<file path="config.mk">
export PLATFORM = sky130hd
export DESIGN_NAME = delayed_write_ctrl_flat
export DESIGN_NICKNAME = d
export VERILOG_FILES = /design/src/rtl/delayed_write_ctrl_if.sv /design/src/rtl/delayed_write_ctrl.sv /design/src/flat_wrapper.sv
export SDC_FILE = /design/constraint.sdc
export NUM_CORES = 1
export LEC_CHECK = 0
export CORE_MARGIN = 10
export CORE_UTILIZATION = 48
export CTS_CLUSTER_DIAMETER = 200
export DETAILED_ROUTE_END_ITERATION = 6
export PLACE_DENSITY = 0.81
export SLEW_MARGIN = 10
export SYNTH_ARGS = -nofsm -noshare
export SYNTH_HDL_FRONTEND = slang
export SYNTH_SLANG_ARGS = --single-unit
</file>
<file path="constraint.sdc">
create_clock -name clk -period 3.7 [get_ports clk]
set_input_delay 0.74 -clock clk [delete_from_list [all_inputs] [get_ports clk]]
set_output_delay 0.74 -clock clk [all_outputs]
set_load 0.01 [all_outputs]
</file>
<file path="src/rtl/delayed_write_ctrl_if.sv">
// Request/response bundle for the cancellable delayed-write controller.
// The master drives the request and abort; the slave returns status and the committed value.
interface delayed_write_ctrl_if #(
  parameter int DW = 4,
  parameter int CW = 4
);
  logic          req_valid;
  logic          req_ready;
  logic [DW-1:0] req_data;
  logic [CW-1:0] req_delay;
  logic          abort;
  logic [DW-1:0] value;
  logic          busy;
  logic [CW-1:0] remaining;
  logic          done;
  logic          cancelled;

  modport master (
    output req_valid, req_data, req_delay, abort,
    input  req_ready, value, busy, remaining, done, cancelled
  );

  modport slave (
    input  req_valid, req_data, req_delay, abort,
    output req_ready, value, busy, remaining, done, cancelled
  );
endinterface

</file>
<file path="src/rtl/delayed_write_ctrl.sv">
// Cancellable delayed register write: a (data, delay) request is committed to
// value after delay cycles unless abort arrives first.
module delayed_write_ctrl #(
  parameter int            DW        = 4,
  parameter int            CW        = 4,
  parameter logic [DW-1:0] RESET_VAL = '0
) (
  input  logic                  clk,
  input  logic                  rst_n,
  delayed_write_ctrl_if.slave   bus
);

  typedef enum logic {
    IDLE = 1'b0,
    WAIT = 1'b1
  } state_t;

  state_t        state_reg, state_next;
  logic [DW-1:0] value_reg, value_next;
  logic [DW-1:0] data_reg, data_next;
  logic [CW-1:0] remaining_reg, remaining_next;
  logic          done_reg, done_next;
  logic          cancelled_reg, cancelled_next;
  logic          accept;

  // Abort holds off new requests combinationally, even while idle.
  assign bus.req_ready = (state_reg == IDLE) && !bus.abort;
  assign accept        = bus.req_valid && bus.req_ready;

  always_ff @(posedge clk or negedge rst_n) begin
    if (!rst_n) begin
      state_reg     <= IDLE;
      value_reg     <= RESET_VAL;
      data_reg      <= '0;
      remaining_reg <= '0;
      done_reg      <= 1'b0;
      cancelled_reg <= 1'b0;
    end else begin
      state_reg     <= state_next;
      value_reg     <= value_next;
      data_reg      <= data_next;
      remaining_reg <= remaining_next;
      done_reg      <= done_next;
      cancelled_reg <= cancelled_next;
    end
  end

  always_comb begin
    state_next     = state_reg;
    value_next     = value_reg;
    data_next      = data_reg;
    remaining_next = remaining_reg;
    done_next      = 1'b0;
    cancelled_next = 1'b0;

    case (state_reg)
      IDLE: begin
        if (accept) begin
          if (bus.req_delay == '0) begin
            value_next = bus.req_data;
            done_next  = 1'b1;
          end else begin
            data_next      = bus.req_data;
            remaining_next = bus.req_delay - CW'(1);
            state_next     = WAIT;
          end
        end
      end
      WAIT: begin
        // Abort takes priority over a commit landing on the same edge.
        if (bus.abort) begin
          cancelled_next = 1'b1;
          remaining_next = '0;
          state_next     = IDLE;
        end else if (remaining_reg == '0) begin
          value_next = data_reg;
          done_next  = 1'b1;
          state_next = IDLE;
        end else begin
          remaining_next = remaining_reg - CW'(1);
        end
      end
      default: begin
        state_next     = IDLE;
        remaining_next = '0;
      end
    endcase
  end

  assign bus.value     = value_reg;
  assign bus.busy      = (state_reg == WAIT);
  assign bus.remaining = remaining_reg;
  assign bus.done      = done_reg;
  assign bus.cancelled = cancelled_reg;

endmodule
</file>
<file path="src/flat_wrapper.sv">
// flat-port wrapper written by rule: the top's interface ports become plain ports
module delayed_write_ctrl_flat 
#(
  parameter int            DW        = 4,
  parameter int            CW        = 4,
  parameter logic [DW-1:0] RESET_VAL = '0
)
  (clk, rst_n, bus_req_valid, bus_req_data, bus_req_delay, bus_abort, bus_req_ready, bus_value, bus_busy, bus_remaining, bus_done, bus_cancelled);
  delayed_write_ctrl_if #(.DW(DW), .CW(CW)) bus_i ();
  input  logic clk;
  input  logic rst_n;
  input wire logic [$bits(bus_i.req_valid)-1:0] bus_req_valid;
  input wire logic [$bits(bus_i.req_data)-1:0] bus_req_data;
  input wire logic [$bits(bus_i.req_delay)-1:0] bus_req_delay;
  input wire logic [$bits(bus_i.abort)-1:0] bus_abort;
  output wire logic [$bits(bus_i.req_ready)-1:0] bus_req_ready;
  output wire logic [$bits(bus_i.value)-1:0] bus_value;
  output wire logic [$bits(bus_i.busy)-1:0] bus_busy;
  output wire logic [$bits(bus_i.remaining)-1:0] bus_remaining;
  output wire logic [$bits(bus_i.done)-1:0] bus_done;
  output wire logic [$bits(bus_i.cancelled)-1:0] bus_cancelled;
  assign bus_i.req_valid = bus_req_valid;
  assign bus_i.req_data = bus_req_data;
  assign bus_i.req_delay = bus_req_delay;
  assign bus_i.abort = bus_abort;
  assign bus_req_ready = bus_i.req_ready;
  assign bus_value = bus_i.value;
  assign bus_busy = bus_i.busy;
  assign bus_remaining = bus_i.remaining;
  assign bus_done = bus_i.done;
  assign bus_cancelled = bus_i.cancelled;
  delayed_write_ctrl #(.DW(DW), .CW(CW), .RESET_VAL(RESET_VAL)) u_core (.clk(clk), .rst_n(rst_n), .bus(bus_i));
endmodule
</file>
# After elaboration in Yosys (flattened, before gate mapping)
# Index checks and enable logic that the tools add are counted.
totals:
  ff_bits: 15
  latch_bits: 0
  mem_bits_rw: 0
  rom_bits: 0
  in_bits: 12
  out_inout_bits: 12
  elab_cells: 46
  mem_count: 0
classes:
  n_addsub: 2
  mul: 0
  div_mod_pow: 0
  magnitude_cmp: 0
  n_eq_ne: 6
  shift: 0
  n_mux: 22
  bitwise_logic: 2
  n_reduce_logical: 8
ops:
  columns: ["cell", "n"]
  rows:
  - ["4-bit 2-to-1 mux", 8]
  - ["4-bit case mux with 2 select lines", 2]
  - ["1-bit 2-to-1 mux", 10]
  - ["4-bit logical NOT", 2]
  - ["2-bit inequality test (second input constant)", 4]
  - ["4-bit by 1-bit subtractor with 4-bit output (second input constant)", 2]
  - ["3-bit AND reduction", 2]
  - ["1-bit case mux with 2 select lines", 2]
  - ["4-bit AND reduction", 1]
  - ["3-bit inequality test (second input constant)", 1]
  - ["1-bit logical AND", 2]
  - ["2-bit by 1-bit inequality test with 1-bit output (second input constant)", 1]
  - ["1-bit inverter", 2]
  - ["1-bit logical NOT", 1]

# Logic depth before layout (Yosys ltp)
logic_depth:
  ltp_word: 5
  mapped_depth: 6
  mapped_depth_nobuf: 6

# Worst setup path after synthesis
# OpenSTA, ideal clock, no wires.
synth_path:
  kind: "input -> register"
  startpoint: "in bus_req_delay[0]"
  endpoint: "reg u_core.data_reg[0]"
  setup_ns: 0.125
  arrival_time_ns: 1.879
  required_ns: 3.575
  path_slack_ns: 1.697
  path_stages: 5
  n_path_buf: 0
  cell_sequence: "inv_1 ha_1 or3b_1 nand3_2 mux2_2"
synth_between:
  elab_chain_cells: 3
synth_rtl:
  columns: ["element", "line", "source"]
  rows:
  - ["start, declared", "flat_wrapper.sv:14", "input wire logic [$bits(bus_i.req_delay)-1:0] bus_req_delay;"]
  - ["4-bit logical NOT", "delayed_write_ctrl.sv:59", "if (bus.req_delay == '0) begin"]
  - ["1-bit inverter (no source line)", null, null]
  - ["3-bit AND reduction (no source line)", null, null]
  - ["end signal, assigned", "delayed_write_ctrl.sv:41", "data_reg <= data_next;"]
  - ["end, declared", "delayed_write_ctrl.sv:20", "logic [DW-1:0] data_reg, data_next;"]
# No other way between the ends.
# A chain may end at the register's enable or synchronous reset.

# Worst setup path after layout
layout_path:
  startpoint: "in bus_abort"
  endpoint: "out bus_req_ready"
layout_between:
  elab_chain_cells: 2
layout_rtl:
  columns: ["element", "line", "source"]
  rows:
  - ["start, declared", "flat_wrapper.sv:15", "input wire logic [$bits(bus_i.abort)-1:0] bus_abort;"]
  - ["1-bit logical NOT", "delayed_write_ctrl.sv:27", "assign bus.req_ready = (state_reg == IDLE) && !bus.abort;"]
  - ["1-bit logical AND", "delayed_write_ctrl.sv:27", null]
  - ["end, declared", "flat_wrapper.sv:16", "output wire logic [$bits(bus_i.req_ready)-1:0] bus_req_ready;"]
# No other way between the ends.

==> results.md <==
- Fmax: 344.0 MHz
- Worst-case register-to-register setup slack: 1.95 ns
- Post-route DRC: 0
- Insertion delay of the later-clocked pin in the worst-skew pair: 0.29 ns
- CTS resizes: 0
- Hold Path End: u_core.bus.value[3]$_DFFE_PN0P_
- Post-synthesis register bit count: 15
- Post-Syn Area: 797.0 um2
- Post-CTS setup buffer count: 0
- Pre-Repair DR Iteration Count: 4
- Number of I/O pins: 24
- RSZ-0062 raised after global routing: no
- DR vias/cell: 5.574
- Reg2reg end: u_core.bus.remaining[2]$_DFFE_PN0P_
- Sw frac: 35.98%
- Post-route insts no fill: 115
- Die X: 60.75 um
- H-tree depth: 1
- Fin nets: 115
- Root Driver: clkbuf_4
- Status: complete, no violations
- Worst r2r src: u_core.bus.remaining[0]$_DFFE_PN0P_
- CP Cell Sequence: clkdlybuf4s50_1 > nor2_1 > clkdlybuf4s50_1
- Placed Instances: 111
- Max-slew violations: 0
- Period utilisation layout: 78.58%
- Hold Startpoint: u_core.bus.value[3]$_DFFE_PN0P_
- Data arrival, critical path: 2.17 ns
- Antenna-violating nets left: 0
- Setup_tns: 0 ns
- GPL Wtd Cong: 0.7676
- Finish-stage setup viols: 0
- Crit Path Max Fanout: 6
- Clk buf depth: 2
- Count of different cell masters after synthesis: 26
- Hold path depth: 2
- Hold Path Class: flip-flop to flip-flop
- Vias in the first global route: 662
- Final WS setup: 0.7927 ns
- Diodes inserted: 0
- Area grow syn2layout: 34.38%
- Setup WS pre-CTS: 0.8176 ns
- Skew final: 0.001288 ns
- Critical Path Max Stage Delay: 0.61 ns
- Row count: 14
- Max Cap Violations: 0
- Total global routing overflow: 0
- CP required: 2.96 ns
- DP Wirelength: 1.471 mm
- CTS clk-pin slew, worst paths: 0.09 ns
- Peak supply drop: 0.3393 mV
- Switch Pwr: 0.0002407 W
- Fill cells: 117
- Initial antenna violation count: 0
- Initial DRC count: 13
- Leakage: 0.4643 nW
- Fraction of layout cells with a size suffix above 1: 12.12%
- DR WL/cell: 16.35 um
- # port buffers: 23
- Worst R2R Path Depth: 6
- Worst Tran Pin Value: 0.6622 ns
- Slew margin rel.: 55.72%
- Initial Util: 51.70%
- Sequential fraction of the synthesis area: 47.10%
- CTS Buf Count: 3
- Cell area after layout: 1071 um2
- P per Cell Area: 624.5 nW/um2
- Startpoint Class: primary input
- Post-synthesis instance total: 73
- CP max-delay cell: clkdlybuf4s50_1
- Warnings, synthesis: 0
- Critical path class: primary input to primary output
- Comb pwr share: 44.5%
- CTS tree: built
- Hold buffers post-CTS: 0
- Placement Cell Area: 1044 um2
- Core Area: 1541 um2
- Die Ht: 60.75 um
- Post-Syn Area per Cell: 10.92 um2
- Largest net degree at the start of global routing: 16
- Clock Sinks: 15
- Die area: 3691 um2
- Crit path top cell by count: clkdlybuf4s50_1
- Pint: 0.0004282 W
- First-pass GRT wire length: 3.042 mm
- Final Util: 69.48%
- Final hold vios: 0
- Final Critical Period: 2.907 ns
- Crit end category: primary output
- DR vias: 641
- Routed wire length: 1.880 mm
- Sequential power share: 41.2%
- Synth Net Count: 88
- Clk pwr share: 14.3%
- Total GRT Usage: 10.94%
-- placed cells by master (no fill, tap or decap), types with 2 or more instances in the layout --
cell type,count
a21oi_1,2
clkbuf_4,3
clkdlybuf4s50_1,23
dfrtp_1,15
ha_1,3
inv_1,6
mux2_2,4
mux2i_1,5
nand2_1,4
nor2_1,5
nor3_1,2
o21ai_0,5
o21ai_1,4
o22ai_1,2
or3b_1,2
xnor2_1,2
-- stage by stage --
step	hold slack (ns)	total power [W]
after floorplan	0.4444	0.0004255
after global placement	0.4667	0.0005616
after detailed placement	0.4782	0.0005797
after CTS	0.4999	0.0006758
after global routing	0.5168	0.0007133
final	0.4955	0.0006689
-- worst max-delay path by stage --
stage | startpoint | endpoint | slack (ns) | cells past startpoint
final | bus_abort | bus_req_ready | 0.79 | 3
after global routing | bus_abort | bus_req_ready | 0.71 | 3
after CTS | bus_abort | bus_req_ready | 0.80 | 3
after detailed placement | bus_abort | bus_req_ready | 0.82 | 3
after global placement | bus_abort | bus_req_ready | 0.85 | 3
after floorplan | bus_req_delay[0] | u_core.data_reg[0]$_DFFE_PN0P_ | 1.70 | 5
-- cell type report --
class	count	area, um2	share of cell area, %
multi-input combinational	51	395.4	36.92
sequential	15	375.4	35.05
timing repair buffer	23	230.2	21.50
clock buffer	3	22.52	2.103
inverter	6	22.52	2.103
tap	16	20.02	1.869
clock inverter	1	5.005	0.4673
-- logic make-up (layout without fill, tap and decap cells) --
logic type / after synthesis / count (layout) / synth area share (%)
AND/OR/NAND/NOR: 20 / 20 / 14.76
AO/OA/AOI/OAI: 16 / 16 / 14.91
flip-flops: 15 / 15 / 47.10
multiplexers: 9 / 9 / 11.93
buffers and inverters: 7 / 33 / 3.296
adder cells (fa/ha/maj): 3 / 3 / 4.710
XOR/XNOR: 3 / 3 / 3.297
-- Yosys cell counts (all sizes together) --
| library cell | instances | area, um2 |
|---|---|---|
| nor2 | 5 | 18.77 |
| nor3 | 2 | 10.01 |
| o21ai | 9 | 45.04 |
| ha | 3 | 37.54 |
| nand2b | 1 | 6.260 |
| xnor2 | 2 | 17.52 |
| nand2 | 4 | 15.01 |
| mux2i | 5 | 50.05 |
| o22a | 1 | 17.52 |
| or4b | 1 | 13.76 |
| buf | 1 | 3.750 |
| a31oi | 1 | 6.260 |
| nor2b | 1 | 6.260 |
| nor3b | 1 | 7.510 |
| xor2 | 1 | 8.760 |
| or3b | 2 | 17.52 |
| nand3 | 1 | 10.01 |
| a32oi | 1 | 27.53 |
| a21oi | 2 | 10.01 |
| or3 | 1 | 6.260 |
| and2 | 1 | 6.260 |
| mux2 | 4 | 45.04 |
| o22ai | 2 | 12.51 |
| inv | 6 | 22.52 |
| dfrtp | 15 | 375.4 |
-- per-layer routing --
layer | global-route usage, % | share of wire, %
met2 | 18.05 | 53
met3 | 4.802 | 6.9
met4 | 3.762 | 0.53
met1 | 12.29 | 40
met5 | 0 | 0
-- power groups by stage --
stage	Combinational, W	Sequential (W)	Clock [W]
after global placement	0.000289	0.000273	0
after CTS	0.000303	0.000274	0.0000988
after detailed placement	0.000301	0.000278	0
final	0.000298	0.000276	0.0000954
after global routing	0.000325	0.000282	0.000106
after floorplan	0.000144	0.000282	0
-- worst max-delay path, delay by kind of cell --
family                 cells  cell delay [ns]
AND/OR/NAND/NOR            1             0.33
buffers and inverters      2             1.10
Power figures use the tool's default switching activity.
